===== config.mk =====
export PLATFORM = sky130hd
export DESIGN_NAME = pe_chain_sched
export DESIGN_NICKNAME = d
export VERILOG_FILES = /design/src/rtl/pe_sched_pkg.sv /design/src/rtl/pe_stage_seq.sv /design/src/rtl/pe_chain_sched.sv
export SDC_FILE = /design/constraint.sdc
export NUM_CORES = 1
export LEC_CHECK = 0
export BUFFER_PORTS_ARGS = -buffer_cell sky130_fd_sc_hd__buf_2
export CORE_MARGIN = 5
export CORE_UTILIZATION = 60
export CTS_BUF_LIST = sky130_fd_sc_hd__clkbuf_4
export CTS_CLUSTER_DIAMETER = 50
export DETAILED_ROUTE_END_ITERATION = 8
export PLACE_DENSITY = 0.83
export SETUP_SLACK_MARGIN = 0.5
export SYNTH_ARGS = -nofsm -noshare
export SYNTH_HDL_FRONTEND = slang
export SYNTH_SLANG_ARGS = --single-unit

===== constraint.sdc =====
create_clock -name clk -period 5 [get_ports clk]
set_clock_uncertainty 0.2 [all_clocks]
set_input_delay 1 -clock clk [delete_from_list [all_inputs] [get_ports clk]]
set_output_delay 1 -clock clk [all_outputs]
set_load 0.005 [all_outputs]

===== src/rtl/pe_sched_pkg.sv =====
// rtl/pe_sched_pkg.sv - shared types and helpers for the PE chain sequencer
// Contents: FSM state enum, stage count, result-count and length-check helpers.
package pe_sched_pkg;

    localparam int NUM_STAGES = 4;

    typedef enum logic [1:0] {
        IDLE  = 2'd0,
        RUN   = 2'd1,
        FLUSH = 2'd2
    } sched_state_t;

    // Each stage divides the word count by ACC_LEN, so the last stage
    // produces len / ACC_LEN**4 results.
    function automatic logic [31:0] exp_results(input logic [31:0] len, input int acc_log2);
        return len >> (4 * acc_log2);
    endfunction

    // A job is only accepted if it fills whole groups in every stage.
    function automatic logic len_ok(input logic [31:0] len, input int acc_log2);
        logic [31:0] mask;
        mask = (32'd1 << (4 * acc_log2)) - 32'd1;
        return (len != 32'd0) && ((len & mask) == 32'd0);
    endfunction

endpackage


===== src/rtl/pe_stage_seq.sv =====
// rtl/pe_stage_seq.sv - read/MAC/forward sequencing for one PE stage
// Ports: clk, rst (sync, active-high), clr (abort), run (job active),
//        empty (own FIFO), ds_full (downstream FIFO), rd_en, mac_en,
//        acc_clr, fwd_wr (accumulator result write to the next FIFO).
module pe_stage_seq #(
    parameter int ACC_LOG2 = 1
) (
    input  logic clk,
    input  logic rst,
    input  logic clr,
    input  logic run,
    input  logic empty,
    input  logic ds_full,
    output logic rd_en,
    output logic mac_en,
    output logic acc_clr,
    output logic fwd_wr
);

    localparam int ACC_LEN = 1 << ACC_LOG2;
    localparam int CW      = ACC_LOG2 + 1;

    logic [CW-1:0] grp_cnt;
    logic          mac_q;
    logic          pend;
    logic          closing;

    // The closing MAC is in flight this cycle, so the group already has all
    // its reads; holding off here produces the single bubble between groups.
    // pend is high in the forward cycle, where the next group may read again.
    assign closing = mac_q && (grp_cnt == CW'(ACC_LEN - 1));
    assign rd_en   = run && !empty && !ds_full && !closing;
    assign mac_en  = mac_q;
    assign acc_clr = pend;
    assign fwd_wr  = pend;

    always_ff @(posedge clk) begin
        if (rst || clr) begin
            grp_cnt <= '0;
            mac_q   <= 1'b0;
            pend    <= 1'b0;
        end else begin
            mac_q <= rd_en;
            pend  <= closing;
            if (mac_q) begin
                grp_cnt <= closing ? '0 : grp_cnt + CW'(1);
            end
        end
    end

endmodule


===== src/rtl/pe_chain_sched.sv =====
// rtl/pe_chain_sched.sv - job FSM and enable generation for the 4-stage PE chain
// Ports: start/len_words/abort from the tile controller; in_valid/in_ready
//        input handshake; fifo_full/fifo_empty flags; rd_en/wr_en/mac_en/
//        acc_clr per stage; result_valid, busy, done, err status.
module pe_chain_sched #(
    parameter int NUM_STAGES = 4,
    parameter int ACC_LOG2   = 1,
    parameter int LEN_W      = 16
) (
    input  logic                  clk,
    input  logic                  rst,
    input  logic                  start,
    input  logic [LEN_W-1:0]      len_words,
    input  logic                  abort,
    input  logic                  in_valid,
    output logic                  in_ready,
    input  logic [NUM_STAGES-1:0] fifo_full,
    input  logic [NUM_STAGES-1:0] fifo_empty,
    output logic [NUM_STAGES-1:0] rd_en,
    output logic [NUM_STAGES-1:0] wr_en,
    output logic [NUM_STAGES-1:0] mac_en,
    output logic [NUM_STAGES-1:0] acc_clr,
    output logic                  result_valid,
    output logic                  busy,
    output logic                  done,
    output logic                  err
);

    import pe_sched_pkg::*;

    sched_state_t          state, state_nxt;
    logic [LEN_W-1:0]      len_q;
    logic [LEN_W-1:0]      in_cnt;
    logic [LEN_W-1:0]      res_cnt;
    logic [LEN_W-1:0]      exp_cnt;
    logic                  active;
    logic                  start_ok;
    logic [NUM_STAGES-1:0] ds_full;
    logic [NUM_STAGES-1:0] fwd;

    assign active   = (state == RUN) || (state == FLUSH);
    assign start_ok = len_ok(32'(len_words), ACC_LOG2);
    assign exp_cnt  = LEN_W'(exp_results(32'(len_q), ACC_LOG2));

    // The last stage has no downstream FIFO.
    assign ds_full  = {1'b0, fifo_full[NUM_STAGES-1:1]};

    assign in_ready     = (state == RUN) && !fifo_full[0] && (in_cnt < len_q);
    assign wr_en        = {fwd[NUM_STAGES-2:0], in_valid && in_ready};
    assign result_valid = fwd[NUM_STAGES-1];

    for (genvar g = 0; g < NUM_STAGES; g++) begin : g_stage
        pe_stage_seq #(.ACC_LOG2(ACC_LOG2)) u_seq (
            .clk     (clk),
            .rst     (rst),
            .clr     (abort),
            .run     (active),
            .empty   (fifo_empty[g]),
            .ds_full (ds_full[g]),
            .rd_en   (rd_en[g]),
            .mac_en  (mac_en[g]),
            .acc_clr (acc_clr[g]),
            .fwd_wr  (fwd[g])
        );
    end

    always_comb begin
        state_nxt = state;
        done      = 1'b0;
        err       = 1'b0;
        case (state)
            IDLE: begin
                if (start) begin
                    if (start_ok) state_nxt = RUN;
                    else          err       = 1'b1;
                end
            end
            RUN: begin
                if (in_cnt == len_q) state_nxt = FLUSH;
            end
            FLUSH: begin
                if (res_cnt == exp_cnt) begin
                    state_nxt = IDLE;
                    done      = 1'b1;
                end
            end
            default: state_nxt = IDLE;
        endcase
        if (abort) begin
            state_nxt = IDLE;
            done      = 1'b0;
            err       = 1'b0;
        end
    end

    // busy drops in the completion cycle itself.
    assign busy = active && !done;

    always_ff @(posedge clk) begin
        if (rst) begin
            state   <= IDLE;
            len_q   <= '0;
            in_cnt  <= '0;
            res_cnt <= '0;
        end else begin
            state <= state_nxt;
            if (abort) begin
                in_cnt  <= '0;
                res_cnt <= '0;
            end else if (state == IDLE && start && start_ok) begin
                len_q   <= len_words;
                in_cnt  <= '0;
                res_cnt <= '0;
            end else begin
                if (wr_en[0])     in_cnt  <= in_cnt + LEN_W'(1);
                if (result_valid) res_cnt <= res_cnt + LEN_W'(1);
            end
        end
    end

endmodule


==> results of run 1 <==
power by group through the flow:
stage | clock (mW) | combinational, mW | sequential, mW
2_1_floorplan | 0 | 0.0334 | 0.540
3_3_place_gp | 0 | 0.0516 | 0.540
3_5_place_dp | 0 | 0.0531 | 0.540
4_1_cts | 0.423 | 0.0534 | 0.528
5_1_grt | 0.449 | 0.0598 | 0.528
6_report | 0.417 | 0.0536 | 0.528
critical path, cell delays in order, from the launching register on:
cell and delay [ns]:
dfxtp_1 0.39, inv_1 0.06, ha_1 0.31, nand4_1 0.15, nor3_1 0.39, o21a_1 0.60
nor3_1 0.16, buf_2 0.17
metrics by stage:
step           setup WS (ns)  power (mW)  utilization (%)  cell area, µm²
2_1_floorplan           1.98       0.573                -            3580
3_3_place_gp            1.62       0.592             63.8            3730
6_report                1.14       0.998             66.7            3900
3_5_place_dp            1.46       0.593             63.8            3730
4_1_cts                 1.15        1.00             66.7            3900
5_1_grt                0.942        1.04             66.7            3900
synth_stat cells (8+ instances only):
library cell,number
and3_1,8
inv_1,21
nor3_1,20
mux2i_1,27
buf_4,17
xnor2_1,10
nand4_1,16
nor4_1,14
xor2_1,21
ha_1,22
nor2_1,46
dfxtp_1,66
nand3_1,14
nand2_1,37
nand2b_1,13
state kept, by name (all words and copies together) (netlist names):
signal / flops
len_q: 16
g_stage.u_seq.acc_clr: 4
g_stage.u_seq.mac_en: 4
in_cnt: 16
state: 2
g_stage.u_seq.grp_cnt: 8
res_cnt: 16
cell usage in the layout (no fill, tap or decap), drive strengths merged, types with 16 or more instances in the layout:
cell and instances:
dfxtp 66, buf 49, nor2 46, nand2 37, mux2i 27, ha 22, inv 22, xor2 21
nor3 20, nand4 16
how the worst max path moves through the flow:
stage	slack, ns	to	cells after the start	start
after floorplan	1.98	err	3	len_words[0]
after global placement	1.62	err	5	len_words[0]
after detailed placement	1.46	res_cnt[7]	5	len_words[0]
after CTS	1.15	wr_en[0]	7	len_q[11]
after global routing	0.94	wr_en[0]	7	len_q[13]
final	1.14	wr_en[0]	7	len_q[13]
cell type report:
type,instances,share of cell area (%)
Multi-Input combinational cell,300,51.2
Sequential cell,66,33.9
Timing Repair Buffer,49,6.29
Tap cell,75,2.41
Clock inverter,6,2.31
Inverter,21,2.02
Clock buffer,10,1.92
routing by layer:
metal	vias to the layer above	GRT usage, %
met5	-	0
met4	0	8.93
met3	17	5.77
met1	1397	27.8
li1	1506	-
met2	82	36.6
kinds of logic (layout without fill, tap and decap cells):
kind of cell	after synthesis	count (layout)	synth area share [%]
and+or+nand+nor	191	191	27.0
DFF	66	66	36.9
buffers and inverters	50	86	7.34
AOI/OAI and AO/OA	29	29	5.91
muxes	27	27	7.55
xor gates and xnor gates	31	31	7.58
adders and majority gates	22	22	7.69
==> results_dict.tcl, run 1 <==
set metrics [dict create \
    status "complete, no violations" \
    grt_pass1_vias 2935 \
    ys_async_sr_fraction_pct 0 \
    cp_max_fo 19 \
    die_area_mm2 0.00761 \
    m1WireLength_mm 3.48 \
    clkLatencyLatePin_ns 0.43 \
    synthFlopType "dfxtp_1" \
    switching_share_pct 24.2 \
    numCtsBuffers 9 \
    synth_edf_count 0 \
    die_w_um 87.2 \
    gr-total-overflow 0 \
    antenna_found_initial 0 \
    synth-seq-area-share_pct 36.9 \
    diodes 0 \
    crit_type "reg2out" \
    syn_area_per_cell_um2 8.61 \
    clock-sinks 66 \
    min_period_ns 3.86 \
    syn_inst 416 \
    fin_crit_sh_pct 77.2 \
    postCtsResizedCells 0 \
    postCtsSetupRepairBufs 0 \
    die_y_um 87.2 \
    synth_area_mm2 0.00358 \
    io_pins 50 \
    worstPathArrival_ns 2.66 \
    core_mm2 0.00585 \
    vias 3002 \
    rr_endpoint "in_cnt[15]" \
    drcViolationCount 0 \
    drv_slew 0 \
    vias_per_cell 5.70 \
    clk_pin_slew_ns 0.11 \
    start_util_pct 61.2 \
    whs_ns 0.255 \
    wl_per_cell_um 14.7 \
    holdCritStartpoint "g_stage[0].u_seq.grp_cnt[1]" \
    finalSetupTns_ns 0 \
    row_count 28 \
    placed_cells 511 \
    fin_nets 498 \
    drtAntennaViolNets 0 \
    p_per_area_mw_per_mm2 256 \
    tightest_slew_ns 1.23 \
    seqPwrFrac_pct 52.9 \
    slew-limit-headroom_pct 17.6 \
    whs_endpoint "g_stage[0].u_seq.acc_clr" \
    globalplace.congestion 0.851 \
    wl_met2_mm 3.63 \
    grt_pass1_wl_mm 13.4 \
    synthDistinctLibCells 44 \
    postRouteWirelength_mm 7.74 \
    multi_input_area_mm2 0.00200 \
    drive_gt1_share_pct 14.8 \
    holdPathStages 1 \
    p_leak_nw 1.68 \
    reg2reg_depth 7 \
    yosys.area.top_type "dfxtp_1" \
    synth_top_area_share_pct 36.9 \
    grt_max_degree 29 \
    dpl.hpwl_mm 5.84 \
    maxCapViolations 0 \
    cts_hold_buffers 0 \
    start_kind "register" \
    min_path_type "reg2reg" \
    synth.area.top_cells "dfxtp_1 37%, ha_1 7.7%, mux2i_1 7.5%, xor2_1 5.1%, nor2_1 4.8%" \
    worst_setup_path_end_kind "primary output" \
    fin_cells 527 \
    seq_area_mm2 0.00132 \
    syn_nets 467 \
    cts_htree_levels 3 \
    portBuffers 49 \
    dr.pass1.iters 4 \
    hold_violations 0 \
    synth_warnings 0 \
    cts_tree "yes" \
    comb_power_share_pct 5.4 \
    top_layer "met4" \
    rrSetupSlack_ns 2.26 \
    required_ns 3.80 \
    drt-initial-drc-count 184 \
    root_buffer "clkbuf_4" \
    cts_buffer_depth 2 \
    power_frac_clock_pct 41.7 \
    n_fill_cell 477 \
    synth_seq_cells 66 \
    irDropWorstVdd_mv 0.220 \
    p_int_mw 0.757 \
    setup_viol 0 \
    rsz0062_at_grt "no" \
    fmax_mhz 259 \
    p_switching_mw 0.242 \
    area_delta_synth_final_pct 8.95 \
    grt_use_total_pct 22.3 \
    rr_startpoint "len_q[13]" \
    met3_length_um 447 \
]
Note: power is estimated with default switching activity, not from simulation.
==> inputs of run 2 (changes only) <==
CORE_UTILIZATION = 54   (was 60)
PLACE_DENSITY = 0.79   (was 0.83)
clock period = 3.1 ns   (was 5 ns; I/O delays follow)
==> run 2 against run 1 <==
Net effect: the flow now finishes with violations (setup timing); utilization rose by 6.7 points; combinational power grew 120%; critical path depth unchanged; flip-flop and latch count stayed put; sequential share of layout area down 4.8 points; register-to-register slack got worse by 1.9 ns; cell area grew 20%; final cell count increased by 10%; sequential power increased by 60%; via count increased by 20%; critical path type unchanged; highest routed layer unchanged.
==> results_dict.tcl, run 2 (synthesis results as in run 1) <==
set metrics [dict create \
    n_fill_cell 400 \
    busiest_layer "met2" \
    dr.pass1.iters 5 \
    p_per_area_mw_per_mm2 343 \
    fin_nets 551 \
    root_buffer "clkbuf_4" \
    grt_max_degree 29 \
    die_w_um 91.4 \
    core_mm2 0.00639 \
    fin_total_pwr_mw 1.61 \
    cts_tree "yes" \
    holdCritStartpoint "len_words[12]" \
    cp_top_family "simple AND/OR/NAND/NOR gates" \
    postRouteWirelength_mm 11.2 \
    whs_endpoint "len_q[12]" \
    grt_pass1_vias 3263 \
    drt-initial-drc-count 344 \
    place_ws_ns 0.299 \
    p_leak_nw 2.02 \
    die_area_mm2 0.00836 \
    rsz0062_at_grt "yes" \
    placed_cell_area_mm2 0.00380 \
    gr-total-overflow 0 \
    path_cells "buf_4 -> xor2_1 -> nor4_1 -> nand4_1 -> nor3b_2 -> nor2b_1 -> buf_2" \
    grt_use_total_pct 22.9 \
    cp_slowest_stage_delay_ns 0.47 \
    crit_type "reg2out" \
    fin_crit_sh_pct 102 \
    numCtsBuffers 9 \
    wl_per_cell_um 19.2 \
    min_path_type "in2reg" \
    globalplace.congestion 0.872 \
    maxCapViolations 0 \
    drtAntennaViolNets 0 \
    slew-limit-headroom_pct 17.2 \
    globalRouteMet2Util_pct 38.5 \
    crit_buf_inv 2 \
    use_met3_pct 5.37 \
    dpl.hpwl_mm 5.83 \
    required_ns 2.28 \
    status "complete, but fails checks" \
    reg_top3 "in_cnt x16, len_q x16, res_cnt x16" \
    crit_path_top_delay_cell "nor4_1" \
    clk_pin_slew_ns 0.15 \
    cts_buffer_depth 2 \
    die_y_um 91.4 \
    portBuffers 49 \
    mostFrequentLayoutCell "buf_2" \
    drcViolationCount 0 \
    gr-usage-met1_pct 27.1 \
    irDropWorstVdd_mv 0.316 \
    placed_cells 522 \
    row_count 29 \
    antenna_found_initial 0 \
    drive_gt1_share_pct 36.4 \
    fmax_mhz 315 \
    io_pins 50 \
    drv_slew 0 \
    tightest_slew_ns 1.23 \
    cts_htree_levels 3 \
    rr_endpoint "in_cnt[0]" \
    cp_max_fo 2 \
    clkLatencyLatePin_ns 0.46 \
    worstPathArrival_ns 2.35 \
    vias 3603 \
    grt_pass1_wl_mm 15.5 \
    worst_setup_path_end_kind "primary output" \
    clock-sinks 66 \
    violations "setup timing" \
    rrSetupSlack_ns 0.39 \
    diodes 0 \
    setup_slack_ns -0.0732 \
    layout_common_cells "49 x buf_2, 46 x nor2_1, 43 x dfxtp_1, 36 x buf_4, 35 x nand2_1" \
    rr_startpoint "len_q[11]" \
    min_period_ns 3.17 \
    whs_ns 0.219 \
    vias_per_cell 6.19 \
    reg2reg_depth 17 \
    fin_area_mm2 0.00469 \
    setup_viol 2 \
    area_delta_synth_final_pct 30.9 \
    start_util_pct 56.1 \
    holdPathStages 3 \
    start_kind "register" \
    fin_cells 582 \
    hold_violations 0 \
]
run 2: worst min-delay path, delay by kind of cell:
family / cells / cell delay (ns)
buffers and inverters: 1 / 0.10
multiplexers: 1 / 0.06
AND/OR/NAND/NOR: 1 / 0.08
run 2: cell type report:
type / instances / area [µm²] / area share [%]
clock inverter: 7 / 82.6 / 1.76
multi-input combinational: 300 / 2290 / 48.9
inverter: 21 / 78.8 / 1.68
timing repair buffer: 102 / 707 / 15.1
sequential: 66 / 1370 / 29.1
tap: 77 / 96.3 / 2.06
clock buffer: 9 / 67.6 / 1.44
run 2: worst max-delay path by stage:
stage	to	startpoint	depth (start not counted)
floorplan	in_ready	len_q[6]	8
global placement	busy	res_cnt[15]	6
detailed placement	busy	res_cnt[15]	6
CTS	busy	res_cnt[15]	6
global route	busy	len_q[7]	7
finish	busy	len_q[7]	7
run 2: power by group:
| part | switching (mW) | internal, mW | leakage [nW] | total [mW] |
|---|---|---|---|---|
| clock | 0.385 | 0.261 | 0.0823 | 0.646 |
| combinational | 0.0685 | 0.0486 | 1.39 | 0.117 |
| sequential | 0.00186 | 0.845 | 0.545 | 0.847 |
| total | 0.455 | 1.15 | 2.02 | 1.61 |
run 2: per-stage QoR:
step                      util [%]  setup TNS [ns]
final                         73.4          -0.100
after CTS                     69.5               0
after floorplan                  -               0
after global routing          73.4          -0.223
after global placement        59.6               0
after detailed placement      59.6               0
run 2: timing repair:
| action | in CTS | in global routing |
|---|---|---|
| pin swaps | 16 | 19 |
| hold buffers | 0 | 0 |
| cloned | 0 | 0 |
| resized for setup | 54 | 43 |
| endpoints found under the setup margin | 9 | 9 |
| buffers inserted | 35 | 9 |
run 2: routing by layer:
metal  up-vias  routed length [µm]
li1       1612                   -
met1      1654                4170
met2       253                5330
met3        84                 927
met4         0                 773
met5         -                   0
==> inputs of run 3 (changes only) <==
BUFFER_PORTS_ARGS = not set   (was -buffer_cell sky130_fd_sc_hd__buf_2)
CORE_UTILIZATION = 60   (was 54)
CTS_CLUSTER_DIAMETER = not set   (was 50)
CTS_CLUSTER_SIZE = 16   (was not set)
DONT_BUFFER_PORTS = 1   (was not set)
==> run 3 against run 2 <==
Net effect: the flow now finishes without violations; wire length decreased by 19%; global-route usage increased by 1.7 points; final cell count fell by 13%; utilization shrank 1.8 points; worst hold slack worse by 0.21 ns; largest cell class unchanged; first-iteration DRC count is 1.2% higher; sequential power barely moved; combinational power fell by 34%; via count down 14%; critical endpoint unchanged; highest routed layer unchanged; sequential share of layout area rose by 3.4 points.
==> results_dict.tcl, run 3 (synthesis results as in run 1) <==
set metrics [dict create \
    worst_setup_path_end_kind "primary output" \
    grt_use_total_pct 24.5 \
    status "complete, no violations" \
    drv_slew 0 \
    crit_buf_inv 0 \
    clkLatencyLatePin_ns 0.45 \
    rr_endpoint "in_cnt[0]" \
    cts_htree_levels 3 \
    diodes 0 \
    grt_pass1_vias 3079 \
    crit_type "reg2out" \
    cp_top_family "simple AND/OR/NAND/NOR gates" \
    required_ns 2.28 \
    numCtsBuffers 9 \
    drtAntennaViolNets 0 \
    min_period_ns 2.83 \
    root_buffer "clkbuf_4" \
    portBuffers 0 \
    globalplace.congestion 0.888 \
    reg_top3 "in_cnt x16, len_q x16, res_cnt x16" \
    fin_crit_sh_pct 91.4 \
    fin_nets 478 \
    min_path_type "in2reg" \
    wl_per_cell_um 17.9 \
    dr.pass1.iters 5 \
    tightest_slew_ns 1.21 \
    row_count 28 \
    start_util_pct 61.2 \
    core_mm2 0.00585 \
    io_pins 50 \
    worstPathArrival_ns 2.01 \
    holdPathStages 1 \
    rsz0062_at_grt "yes" \
    whs_endpoint "len_q[4]" \
    rrSetupSlack_ns 0.56 \
    vias_per_cell 6.13 \
    cts_tree "yes" \
    whs_ns 0.0118 \
    dpl.hpwl_mm 5.59 \
    grt_pass1_wl_mm 14.6 \
    cp_max_fo 2 \
    start_kind "register" \
    maxCapViolations 0 \
    p_per_area_mw_per_mm2 353 \
    die_y_um 87.2 \
    setup_viol 0 \
    layout_common_cells "46 x nor2_1, 41 x dfxtp_1, 35 x nand2_1, 27 x mux2i_1" \
    finalSetupTns_ns 0 \
    grt_max_degree 29 \
    fmax_mhz 353 \
    drt-initial-drc-count 348 \
    area_delta_synth_final_pct 17.0 \
    irDropWorstVdd_mv 0.258 \
    crit_path_top_delay_cell "or4_4" \
    reg2reg_depth 15 \
    vias 3110 \
    p_leak_nw 1.64 \
    drcViolationCount 0 \
    drive_gt1_share_pct 26.9 \
    die_w_um 87.2 \
    mostFrequentLayoutCell "nor2_1" \
    antenna_found_initial 0 \
    postRouteWirelength_mm 9.09 \
    hold_violations 0 \
    rr_startpoint "len_q[6]" \
    clock-sinks 66 \
    holdCritStartpoint "rst" \
    die_area_mm2 0.00761 \
    n_fill_cell 405 \
    cp_slowest_stage_delay_ns 0.53 \
    cts_buffer_depth 2 \
    gr-total-overflow 0 \
    clk_pin_slew_ns 0.14 \
    path_cells "or4_4 -> nor4_2 -> nand4_1 -> nor3b_2 -> nor2b_1" \
    slew-limit-headroom_pct 18.6 \
]
==> run 3: changes by cell type in the layout (fill, tap and decap cells not counted), sizes merged <==
cell,previous run,this run
buf,102,29
bufinv,1,0
clkinv,1,0
clkinvlp,0,3
inv,26,25
==> run 3: metal layers <==
metal	wire [µm]	vias up	track usage (%)	share of wire, %
li1	-	1463	-	-
met2	4190	165	39.2	46
met4	399	0	13.5	4.4
met5	0	-	0	0
met3	861	43	5.96	9.5
met1	3640	1439	30.2	40
==> run 3: area by class of cell <==
cell class / instances / area, µm² / area share, %
multi-input combinational: 300 / 2280 / 54.5
clock inverter: 7 / 60.1 / 1.43
inverter: 21 / 78.8 / 1.88
tap: 75 / 93.8 / 2.24
sequential: 66 / 1360 / 32.5
timing repair buffer: 29 / 244 / 5.83
clock buffer: 9 / 67.6 / 1.61
==> run 3: worst max path at each step <==
stage / from / endpoint / slack [ns] / cells past startpoint
after global routing: res_cnt[15] / busy / 0.17 / 5
after floorplan: len_q[6] / in_ready / 0.51 / 8
final: res_cnt[15] / busy / 0.27 / 5
after global placement: res_cnt[15] / busy / 0.45 / 5
after CTS: res_cnt[15] / busy / 0.21 / 5
after detailed placement: res_cnt[15] / busy / 0.39 / 5
==> run 3: timing repair <==
item	CTS	global route
hold endpoints to repair	0	0
buffers inserted	21	1
setup endpoints to repair	7	9
pin swaps	17	13
resized for setup	61	25
hold buffers	0	0
==> run 3: per-stage QoR <==
step           power [mW]  instance area, µm²  util (%)  setup WS [ns]  std cells
2_1_floorplan       0.925                3580         -          0.515        416
3_3_place_gp        0.931                3540      60.5          0.453        469
3_5_place_dp        0.933                3540      60.5          0.392        469
4_1_cts              1.47                4080      69.8          0.209        506
5_1_grt              1.53                4190      71.6          0.173        507
6_report             1.48                4190      71.6          0.268        507
==> run 3: where the power goes <==
group | switching [mW] | internal (mW)
combinational | 0.0480 | 0.0292
clock | 0.373 | 0.177
sequential | 0.00198 | 0.847
total | 0.423 | 1.05
